==> src/rtl/skid_pkg.sv <==
// Shared types for the registered skid-buffer slice: state encoding and occupancy width.
package skid_pkg;

  localparam int OCC_W = 2;

  typedef enum logic [1:0] {
    EMPTY = 2'd0,
    BUSY  = 2'd1,
    FULL  = 2'd2
  } state_t;

  // Words held in each state; an unknown encoding reads as empty.
  function automatic logic [OCC_W-1:0] occOf(input state_t s);
    case (s)
      BUSY:    occOf = 2'd1;
      FULL:    occOf = 2'd2;
      default: occOf = 2'd0;
    endcase
  endfunction

endpackage

==> src/rtl/skid_buffer_reg.sv <==
// Registered valid/ready slice with a one-word skid register; every output comes straight from a flop.
module skid_buffer_reg
  import skid_pkg::*;
#(
  parameter int DATA_WIDTH = 8
) (
  input  logic                  clk,
  input  logic                  rst,
  input  logic                  s_valid,
  output logic                  s_ready,
  input  logic [DATA_WIDTH-1:0] s_data,
  output logic                  m_valid,
  input  logic                  m_ready,
  output logic [DATA_WIDTH-1:0] m_data,
  output logic [OCC_W-1:0]      occupancy
);

  state_t                state;
  state_t                stateNext;
  logic [DATA_WIDTH-1:0] skidData;
  logic                  inXfer;
  logic                  outXfer;
  logic                  loadMain;
  logic                  mainFromSkid;
  logic                  loadSkid;

  assign inXfer  = s_valid & s_ready;
  assign outXfer = m_valid & m_ready;

  always_comb begin
    stateNext    = state;
    loadMain     = 1'b0;
    mainFromSkid = 1'b0;
    loadSkid     = 1'b0;
    case (state)
      EMPTY: begin
        if (inXfer) begin
          stateNext = BUSY;
          loadMain  = 1'b1;
        end
      end
      BUSY: begin
        case ({inXfer, outXfer})
          2'b11: loadMain = 1'b1;
          2'b10: begin
            loadSkid  = 1'b1;
            stateNext = FULL;
          end
          2'b01: stateNext = EMPTY;
          default: stateNext = BUSY;
        endcase
      end
      FULL: begin
        if (outXfer) begin
          loadMain     = 1'b1;
          mainFromSkid = 1'b1;
          stateNext    = BUSY;
        end
      end
      default: stateNext = EMPTY;
    endcase
  end

  // Status flags are registered from the next state so no input reaches an output combinationally.
  always_ff @(posedge clk or posedge rst) begin
    if (rst) begin
      state     <= EMPTY;
      m_valid   <= 1'b0;
      s_ready   <= 1'b1;
      occupancy <= '0;
    end else begin
      state     <= stateNext;
      m_valid   <= (stateNext != EMPTY);
      s_ready   <= (stateNext != FULL);
      occupancy <= occOf(stateNext);
    end
  end

  always_ff @(posedge clk or posedge rst) begin
    if (rst) begin
      m_data   <= '0;
      skidData <= '0;
    end else begin
      if (loadMain) m_data <= mainFromSkid ? skidData : s_data;
      if (loadSkid) skidData <= s_data;
    end
  end

endmodule

==> config.mk <==
export PLATFORM = sky130hd
export DESIGN_NAME = skid_buffer_reg
export DESIGN_NICKNAME = d
export VERILOG_FILES = /design/src/rtl/skid_pkg.sv /design/src/rtl/skid_buffer_reg.sv
export SDC_FILE = /design/constraint.sdc
export NUM_CORES = 1
export LEC_CHECK = 0
export ABC_CLOCK_PERIOD_IN_PS = 4270
export CORE_MARGIN = 2
export CORE_UTILIZATION = 54
export CTS_BUF_LIST = sky130_fd_sc_hd__clkbuf_8
export CTS_CLUSTER_SIZE = 30
export DETAILED_ROUTE_END_ITERATION = 12
export PLACE_DENSITY = 0.85
export SYNTH_ARGS = -nofsm -noshare
export SYNTH_HDL_FRONTEND = slang
export SYNTH_SLANG_ARGS = --single-unit
==> constraint.sdc <==
create_clock -name clk -period 4.27 [get_ports clk]
set_input_delay 0.854 -clock clk [delete_from_list [all_inputs] [get_ports clk]]
set_output_delay 0.854 -clock clk [all_outputs]
set_load 0.02 [all_outputs]
## After elaboration in Yosys (flattened, before gate mapping)

Index checks and enable logic that the tools add are counted.

| operators by class | value |
|---|---|
| equality and inequality tests | 8 |
| muxes and demuxes | 13 |
| bitwise logic cells | 2 |
| reduce and logical (&&, ||, !) cells | 2 |

Operators by type and width:

| kind | number |
|---|---|
| 2-bit case mux with 3 select lines | 2 |
| 2-bit == test, second input constant | 4 |
| 8-bit 2-to-1 mux | 1 |
| 2-bit by 1-bit == test with 1-bit output, second input constant | 3 |
| 1-bit 2-to-1 mux | 6 |
| 2-bit 2-to-1 mux | 2 |
| 2-bit case mux with 2 select lines | 1 |
| 1-bit case mux with 3 select lines | 1 |
| 1-bit bitwise AND | 2 |
| 2-bit zero test | 1 |
| 2-bit inequality test, second input constant | 1 |
| 2-bit nonzero test | 1 |

| word-level totals | value |
|---|---|
| register bits | 22 |
| bits of input ports | 12 |
| output and inout bits | 12 |
| logic and storage cells | 31 |

## Longest topological paths before layout

Gate-level depths: netlist of run 1.

| depth | value |
|---|---|
| depth in word-level cells | 6 |
| mapped depth | 5 |

## Worst setup path before layout of run 1

Ideal clock, no wire load.

| timing path | value |
|---|---|
| path type | in2reg |
| start | input s_valid |
| end | register m_data[0] |
| data arrival time | 1.647 ns |
| required time | 4.145 ns |
| setup slack | 2.498 ns |
| stages | 3 |
| cells stage by stage | nand4_1 o211ai_2 mux2_2 |

| between the ends | value |
|---|---|
| word-level cells in the longest chain between the ends | 4 |

RTL lines:

| item | line | RTL |
|---|---|---|
| start, declared | skid_buffer_reg.sv:9 | `input logic s_valid,` |
| 1-bit bitwise AND * | skid_buffer_reg.sv:27 | `assign inXfer = s_valid & s_ready;` |
| 2-bit == test | skid_buffer_reg.sv:43 | `case ({inXfer, outXfer})` |
| 1-bit 2-to-1 mux | skid_buffer_reg.sv:43 |  |
| 1-bit case mux with 3 select lines * | skid_buffer_reg.sv:35 | `case (state)` |
| end signal, assigned | skid_buffer_reg.sv:84 | `if (loadMain) m_data <= mainFromSkid ? skidData : s_data;` |
| end, declared | skid_buffer_reg.sv:14 | `output logic [DATA_WIDTH-1:0] m_data,` |

Every way passes the cells marked *; elsewhere a longest branch is shown, timed or not.
A chain may end at the register's enable or synchronous reset.

## Worst setup path after layout of run 1

| timing path | value |
|---|---|
| start | register s_ready |
| end | output s_ready |

RTL lines:

| item | line | RTL |
|---|---|---|
| start, declared | skid_buffer_reg.sv:10 | `output logic s_ready,` |
| start signal, assigned | skid_buffer_reg.sv:74 | `s_ready <= (stateNext != FULL);` |

No word-level cell between the ends.

==> flow_summary.toml, run 1 <==
[placement]
portBuffers = 23
hpwl_mm = 1.18
post-place-ws_ns = 1.75
place_congestion = 0.865

[global_routing]
antenna_found_initial = 0
first_global_vias = 654
grt-ovfl-total = 0
grt_first_pass_wirelength_mm = 2.89
grt_max_degree = 23
grt.total_usage = 0.187

[power]
p_total_uw = 953
irDropWorstVdd_mv = 0.558
leakage_nw = 0.555
powerDensity_nw_per_um2 = 741

[finish]
syn_to_final_growth_pct = 28.3
regArea_um2 = 552
multi_input_area_um2 = 424
antennaDiodeCount = 0
n_fill_cell = 126
final_cell_mix = "mux2_2, clkdlybuf4s50_1, dfrtp_1"
finalNetCount = 107
drive_gt1_frac = 0.372
final_common_cell = "mux2_2"

[floorplan]
core_area_um2 = 1750
start_util = 0.574
placementRows = 15
die_y_um = 47.1
ios = 24
fp.dieW_um = 47.1
dieArea_um2 = 2220

[timing]
worst_slew_pin_slew_ns = 0.788
setup_tns_ns = 0
finalWorstSetupSlack_ns = 1.99
setup_viol = 0
slew_viol_final = 0
hold_viol = 0
clock.fmax_mhz = 438
layout_min_cycle_time_ns = 2.28
skew_ns = 0.00432
fin_crit_sh = 0.535
slew_headroom = 0.474
rsz0062_at_grt = "false"

[cts]
cts_setup_buffers = 0
cts-root-buf = "clkbuf_8"
cts.sinks = 22
path_clk_slew_ns = 0.07
cts_hold_buf = 0
clock_latency_ns = 0.25
cts_tree = "done"
h-tree-depth = 1
cts_resized = 0
cts_buffer_depth = 2
numCtsBuffers = 3

[min_path]
min_path_type = "flop to flop"
hold-path-cell-count = 1
min-delay-start = "skidData[4]$_DFFE_PP0P_"
hold-path-endpoint = "skidData[4]$_DFFE_PP0P_"

[route]
vias_per_cell = 5.31
drt-total-wl_mm = 1.68
wl_per_cell_um = 14.1
postRouteAntennaNets = 0
vias = 632
drtIter0Drc = 2
drt_pass1_iterations = 4
drcViolationCount = 0

[setup_path]
crit_path_max_incr_delay_ns = 0.61
path_buf_inv = 1
rr_worst_depth = 3
start_kind = "flop"
reg2reg_slack_ns = 2.66
critical_path_class = "flop to output port"
end_kind = "output port"
r2r_end = "m_data[3]$_DFFE_PP0P_"
crit_start = "s_ready$_DFF_PP1_"
path_cells = "clkdlybuf4s50_1"
timing.rr.start = "s_ready$_DFF_PP1_"
crit_slowest_cell = "clkdlybuf4s50_1"
crit_family = "buffers and inverters"
cp.arrival_ns = 1.43
path_max_fanout = 5
worst_ep_required_time_ns = 3.42

[synth]
synth_area_um2 = 1000
syn_nets = 81
synth_cells = 69
avgSynthCellArea_um2 = 14.5
yosysWarnings = 0
synthDistinctLibCells = 19
yosysSeqAreaShare = 0.551
synth_seq_cells = 22

[outcome]
status = "finished, final reports clean"

[flow_run]
cap_violations = 0
-- worst max-delay path by stage --
stage	endpoint	slack [ns]	cells past startpoint
after floorplan	m_data[0]$_DFFE_PP0P_	2.50	3
after global placement	m_data[2]$_DFFE_PP0P_	1.82	4
after detailed placement	m_data[4]$_DFFE_PP0P_	1.75	4
after CTS	s_ready	1.98	1
after global routing	s_ready	1.92	1
final	s_ready	1.99	1
-- cell usage after synthesis (all sizes together) --
cell	instances	share of area
nand4bb	1	0.011
buf	2	0.022
inv	1	0.0037
o22ai	2	0.012
nor2	1	0.0037
a21bo	1	0.010
dfstp	1	0.026
and3b	1	0.010
o211ai	1	0.012
dfrtp	21	0.52
a21oi	1	0.0050
mux2	25	0.28
nor2b	1	0.0062
or2	1	0.0062
and2	1	0.0062
nand4b	1	0.024
nand4	1	0.0062
nand3	1	0.010
nand2	5	0.019
-- sequential cells by signal, indices dropped and copies added (netlist names) --
register   count
skidData       8
state          2
m_valid        1
s_ready        1
occupancy      2
m_data         8
-- logic make-up after synthesis --
| group | Yosys count | share of synthesized area |
|---|---|---|
| multiplexers | 25 | 0.281 |
| flip-flops | 22 | 0.551 |
| buffers and inverters | 3 | 0.0262 |
| AO/OA/AOI/OAI | 5 | 0.0399 |
| AND/OR/NAND/NOR | 14 | 0.102 |
-- layout make-up --
class                           instances  area share
Sequential cell                        22       0.429
Multi-Input combinational cell         44       0.330
Timing Repair Buffer                   23       0.179
Clock buffer                            3      0.0321
Tap cell                               25      0.0243
Clock inverter                          1     0.00292
Inverter                                1     0.00292
-- layer usage --
layer | wire length [um] | track usage
met5 | 0 | 0
met4 | 6 | 0.0500
met3 | 82 | 0.0423
met2 | 841 | 0.304
met1 | 752 | 0.256
-- per-stage QoR --
step,area [um^2],hold WS [ns],util,std cells
2_1_floorplan,1000,0.475,-,69
3_3_place_gp,1240,0.483,0.711,115
3_5_place_dp,1240,0.493,0.711,115
4_1_cts,1290,0.511,0.737,119
5_1_grt,1290,0.533,0.737,119
6_report,1290,0.506,0.737,119
-- power by group --
part           total [mW]  leakage, nW  switching, mW  internal (mW)
sequential          0.391        0.261         0.0734          0.318
clock               0.125       0.0269         0.0615         0.0639
combinational       0.437        0.267          0.187          0.250
Power figures use the tool's default switching activity.
==> inputs of run 2 (changes only) <==
--- a/config.mk
+++ b/config.mk
@@ -5,13 +5,13 @@
 export SDC_FILE = /design/constraint.sdc
 export NUM_CORES = 1
 export LEC_CHECK = 0
-export ABC_CLOCK_PERIOD_IN_PS = 4270
+export ABC_CLOCK_PERIOD_IN_PS = 2000
 export CORE_MARGIN = 2
-export CORE_UTILIZATION = 54
+export CORE_UTILIZATION = 45
 export CTS_BUF_LIST = sky130_fd_sc_hd__clkbuf_8
 export CTS_CLUSTER_SIZE = 30
 export DETAILED_ROUTE_END_ITERATION = 12
-export PLACE_DENSITY = 0.85
+export PLACE_DENSITY = 0.75
 export SYNTH_ARGS = -nofsm -noshare
 export SYNTH_HDL_FRONTEND = slang
 export SYNTH_SLANG_ARGS = --single-unit
==> constraint.sdc (replaced) <==
create_clock -name clk -period 2 [get_ports clk]
set_input_delay 0.4 -clock clk [delete_from_list [all_inputs] [get_ports clk]]
set_output_delay 0.4 -clock clk [all_outputs]
set_load 0.02 [all_outputs]
==> run 2 against run 1 <==
  * Sequential share of layout area decreased by 1.6 points
  * Final cell count rose by 5.0%
  * Global-route usage decreased by 3.6 points
  * Core utilization is 12 points lower
  * Total power increased by 120%
  * Critical path depth stayed put
  * Critical path type unchanged
  * Critical endpoint unchanged
  * Largest cell class unchanged
  * Largest power group unchanged
==> flow_summary.toml, run 2 (same netlist as run 1, synthesis figures left out) <==
[power]
irDropWorstVdd_mv = 0.958
p_total_mw = 2.13
leakage_nw = 0.575
powerDensity_nw_per_um2 = 1600

[finish]
antennaDiodeCount = 0
top_regs = "m_data x8, skidData x8"
regArea_um2 = 552
final_cell_mix = "mux2_2, clkdlybuf4s50_1, dfrtp_1"
final_common_cell = "mux2_2"
multi_input_area_um2 = 424
syn_to_final_growth_pct = 33.2
drive_gt1_frac = 0.402
n_fill_cell = 170
finalNetCount = 110

[setup_path]
start_kind = "flop"
crit_path_max_incr_delay_ns = 0.61
crit_family = "buffers and inverters"
crit_slowest_cell = "clkdlybuf4s50_1"
path_cells = "clkdlybuf4s50_1"
path_buf_inv = 1
cp.arrival_ns = 1.43
worst_ep_required_time_ns = 1.60
path_max_fanout = 5
critical_path_class = "flop to output port"
end_kind = "output port"

[timing]
fin_crit_sh = 0.916
setup_tns_ns = 0
hold_viol = 0
slew_headroom = 0.805
layout_min_cycle_time_ns = 1.83
setup_viol = 0
clock.fmax_mhz = 546
worst_slew_pin_slew_ns = 0.292
slew_viol_final = 0
skew_ns = 0.00376
rsz0062_at_grt = "false"

[floorplan]
ios = 24
placementRows = 17
start_util = 0.467
core_area_um2 = 2150
dieArea_um2 = 2620
die_y_um = 51.2
fp.dieW_um = 51.2

[route]
drtIter0Drc = 1
drcViolationCount = 0
wl_per_cell_um = 13.4
drt_pass1_iterations = 3
vias_per_cell = 5.00
vias = 625
drt-total-wl_mm = 1.67
postRouteAntennaNets = 0

[global_routing]
grt_first_pass_wirelength_mm = 2.96
first_global_vias = 673
antenna_found_initial = 0
grt.total_usage = 0.151
grt_max_degree = 16
grt-ovfl-total = 0

[min_path]
min_path_type = "input pin to async pin"

[cts]
numCtsBuffers = 3
cts_buffer_depth = 2
h-tree-depth = 1
cts_tree = "done"
path_clk_slew_ns = 0.07
clock_latency_ns = 0.26
cts-root-buf = "clkbuf_8"
cts.sinks = 22
cts_hold_buf = 0
cts_resized = 0
cts_setup_buffers = 0

[placement]
place_congestion = 0.690
portBuffers = 23
hpwl_mm = 1.20

[outcome]
status = "finished, final reports clean"

[flow_run]
cap_violations = 0
-- run 2: metrics by stage --
| step | utilization | cell area (um^2) | std cells | setup slack [ns] | hold WS, ns |
|---|---|---|---|---|---|
| 2_1_floorplan | - | 1000 | 69 | 0.466 | 0.388 |
| 3_3_place_gp | 0.596 | 1280 | 121 | 0.0623 | 0.484 |
| 3_5_place_dp | 0.596 | 1280 | 121 | 0.0405 | 0.490 |
| 4_1_cts | 0.621 | 1340 | 125 | 0.159 | 0.378 |
| 5_1_grt | 0.621 | 1340 | 125 | 0.121 | 0.417 |
| 6_report | 0.621 | 1340 | 125 | 0.168 | 0.374 |
-- run 2: final cells by class --
cell class | instances | share of cell area
clock buffers | 4 | 0.0412
inverters | 1 | 0.00281
multi-input cells | 44 | 0.318
flip-flops and latches | 22 | 0.413
well taps | 28 | 0.0262
repair buffers | 26 | 0.199
-- run 2: power breakdown --
| group | total [mW] | internal (mW) | switching [mW] |
|---|---|---|---|
| clock network | 0.310 | 0.175 | 0.135 |
| logic | 0.992 | 0.584 | 0.407 |
| registers | 0.829 | 0.679 | 0.150 |
| total | 2.13 | 1.44 | 0.692 |
-- run 2: routing by layer --
metal  track usage  share of wire  vias to the layer above
li1              -              -                      303
met1         0.226           0.50                      301
met2         0.210           0.44                       19
met3        0.0322          0.051                        2
met4        0.0676         0.0054                        0
met5             0              0                        -
-- run 2: final timing paths --
check | start | end | slack (ns) | cells after the start
worst max-delay path | s_ready$_DFF_PP1_ | s_ready | 0.17 | 1
worst min-delay path | rst | skidData[4]$_DFFE_PP0P_ | 0.37 | 2
max in group asynchronous | rst | m_data[1]$_DFFE_PP0P_ | 1.14 | 3
worst max register to register | s_ready$_DFF_PP1_ | m_data[4]$_DFFE_PP0P_ | 0.49 | 4
min in group clk | skidData[4]$_DFFE_PP0P_ | skidData[4]$_DFFE_PP0P_ | 0.51 | 1
worst min register to register | skidData[4]$_DFFE_PP0P_ | skidData[4]$_DFFE_PP0P_ | 0.51 | 1
-- run 2: worst reg2reg max path: stages, from the launching register on --
cell and delay [ns]:
dfstp_2 0.57, nand4_1 0.14, o211ai_2 0.22, buf_12 0.15
mux2_2 0.32
==> inputs of run 3 (changes only) <==
--- a/config.mk
+++ b/config.mk
@@ -7,11 +7,11 @@
 export LEC_CHECK = 0
 export ABC_CLOCK_PERIOD_IN_PS = 2000
 export CORE_MARGIN = 2
-export CORE_UTILIZATION = 45
+export CORE_UTILIZATION = 35
 export CTS_BUF_LIST = sky130_fd_sc_hd__clkbuf_8
 export CTS_CLUSTER_SIZE = 30
 export DETAILED_ROUTE_END_ITERATION = 12
-export PLACE_DENSITY = 0.75
+export PLACE_DENSITY = 0.61
 export SYNTH_ARGS = -nofsm -noshare
 export SYNTH_HDL_FRONTEND = slang
 export SYNTH_SLANG_ARGS = --single-unit
==> run 3 against run 2 <==
  * Register-to-register slack hardly changed
  * Hold slack improved by 0.10 ns
  * Die area increased by 26%
  * Highest routed layer unchanged
==> flow_summary.toml, run 3 (same netlist as run 1, synthesis figures left out) <==
[finish]
syn_to_final_growth_pct = 32.8
finalNetCount = 109
drive_gt1_frac = 0.396
final_cell_mix = "mux2_2, clkdlybuf4s50_1, dfrtp_1"
n_fill_cell = 255
fin_area_um2 = 1330
top_regs = "m_data x8, skidData x8"
final_common_cell = "mux2_2"
finalNonFillerCells = 127
fin_util = 0.487
antennaDiodeCount = 0

[floorplan]
ios = 24
placementRows = 19
die_y_um = 57.5
dieArea_um2 = 3310
start_util = 0.367
core_area_um2 = 2730
fp.dieW_um = 57.5

[timing]
clock.fmax_mhz = 547
slew_viol_final = 0
setup_viol = 0
setup_tns_ns = 0
skew_ns = 0.00727
layout_min_cycle_time_ns = 1.83
worst_slew_pin_slew_ns = 0.291
hold_viol = 0
rsz0062_at_grt = "false"
fin_crit_sh = 0.914
finalWorstSetupSlack_ns = 0.172
worst_hold_slack_ns = 0.476
slew_headroom = 0.806

[route]
drt-total-wl_mm = 1.78
vias = 635
drt_pass1_iterations = 4
drtIter0Drc = 17
wl_per_cell_um = 14.0
postRouteAntennaNets = 0
drcViolationCount = 0
vias_per_cell = 5.00

[cts]
cts_buffer_depth = 2
cts_resized = 0
cts_hold_buf = 0
cts-root-buf = "clkbuf_8"
h-tree-depth = 1
numCtsBuffers = 3
cts.sinks = 22
clock_latency_ns = 0.26
cts_tree = "done"
path_clk_slew_ns = 0.08
cts_setup_buffers = 0

[power]
clock_power_share = 0.148
power_frac_comb = 0.460
swShare = 0.327
p_total_mw = 2.13
pwr-share-seq = 0.393
irDropWorstVdd_mv = 0.801
p_sw_uw = 697
leakage_nw = 0.571
powerDensity_nw_per_um2 = 1600
p_int_mw = 1.43

[setup_path]
critical_path_class = "flop to output port"
crit_family = "buffers and inverters"
cp.arrival_ns = 1.43
path_max_fanout = 5
path_buf_inv = 1
crit_slowest_cell = "clkdlybuf4s50_1"
worst_ep_required_time_ns = 1.60
start_kind = "flop"
path_cells = "clkdlybuf4s50_1"
crit_path_max_incr_delay_ns = 0.61
end_kind = "output port"

[global_routing]
first_global_vias = 655
grt_max_degree = 23
grt-ovfl-total = 0
grt.total_usage = 0.123
grt_first_pass_wirelength_mm = 3.09
antenna_found_initial = 0

[outcome]
status = "finished, final reports clean"

[flow_run]
cap_violations = 0

[placement]
dp.cells = 123
hpwl_mm = 1.27
place_congestion = 0.736
portBuffers = 23
post-place-ws_ns = 0.0185
placed_cell_area_um2 = 1280

[min_path]
min_path_type = "input pin to async pin"
==> run 3: area by class of cell <==
class	instances	area [um^2]	area share
Tap cell	31	38.8	0.0291
Multi-Input combinational cell	44	424	0.319
Clock buffer	4	55.1	0.0414
Timing Repair Buffer	25	258	0.194
Inverter	1	3.75	0.00282
Sequential cell	22	552	0.414
==> run 3: routing by layer <==
metal,track usage,wire length (um),up-vias,part of all wire
li1,-,-,300,-
met1,0.178,849,309,0.48
met2,0.175,781,23,0.44
met3,0.0317,125,3,0.070
met4,0.0498,21,0,0.012
met5,0,0,-,0
==> run 3: power by group through the flow <==
| stage | combinational, mW | clock [mW] | sequential [mW] |
|---|---|---|---|
| CTS | 0.996 | 0.324 | 0.835 |
| finish | 0.979 | 0.314 | 0.836 |
| detailed placement | 0.991 | 0 | 0.842 |
| floorplan | 0.496 | 0 | 0.947 |
| global placement | 0.981 | 0 | 0.843 |
| global route | 1.06 | 0.354 | 0.864 |
==> run 3: final timing paths <==
check,end,depth (start not counted),slack (ns),from
max,s_ready,1,0.17,s_ready$_DFF_PP1_
min,skidData[6]$_DFFE_PP0P_,3,0.48,rst
max reg2reg,m_data[4]$_DFFE_PP0P_,4,0.50,state[1]$_DFF_PP0_
min reg2reg,skidData[2]$_DFFE_PP0P_,1,0.51,skidData[2]$_DFFE_PP0P_
max in group asynchronous,s_ready$_DFF_PP1_,3,1.24,rst
min in group clk,skidData[2]$_DFFE_PP0P_,1,0.51,skidData[2]$_DFFE_PP0P_
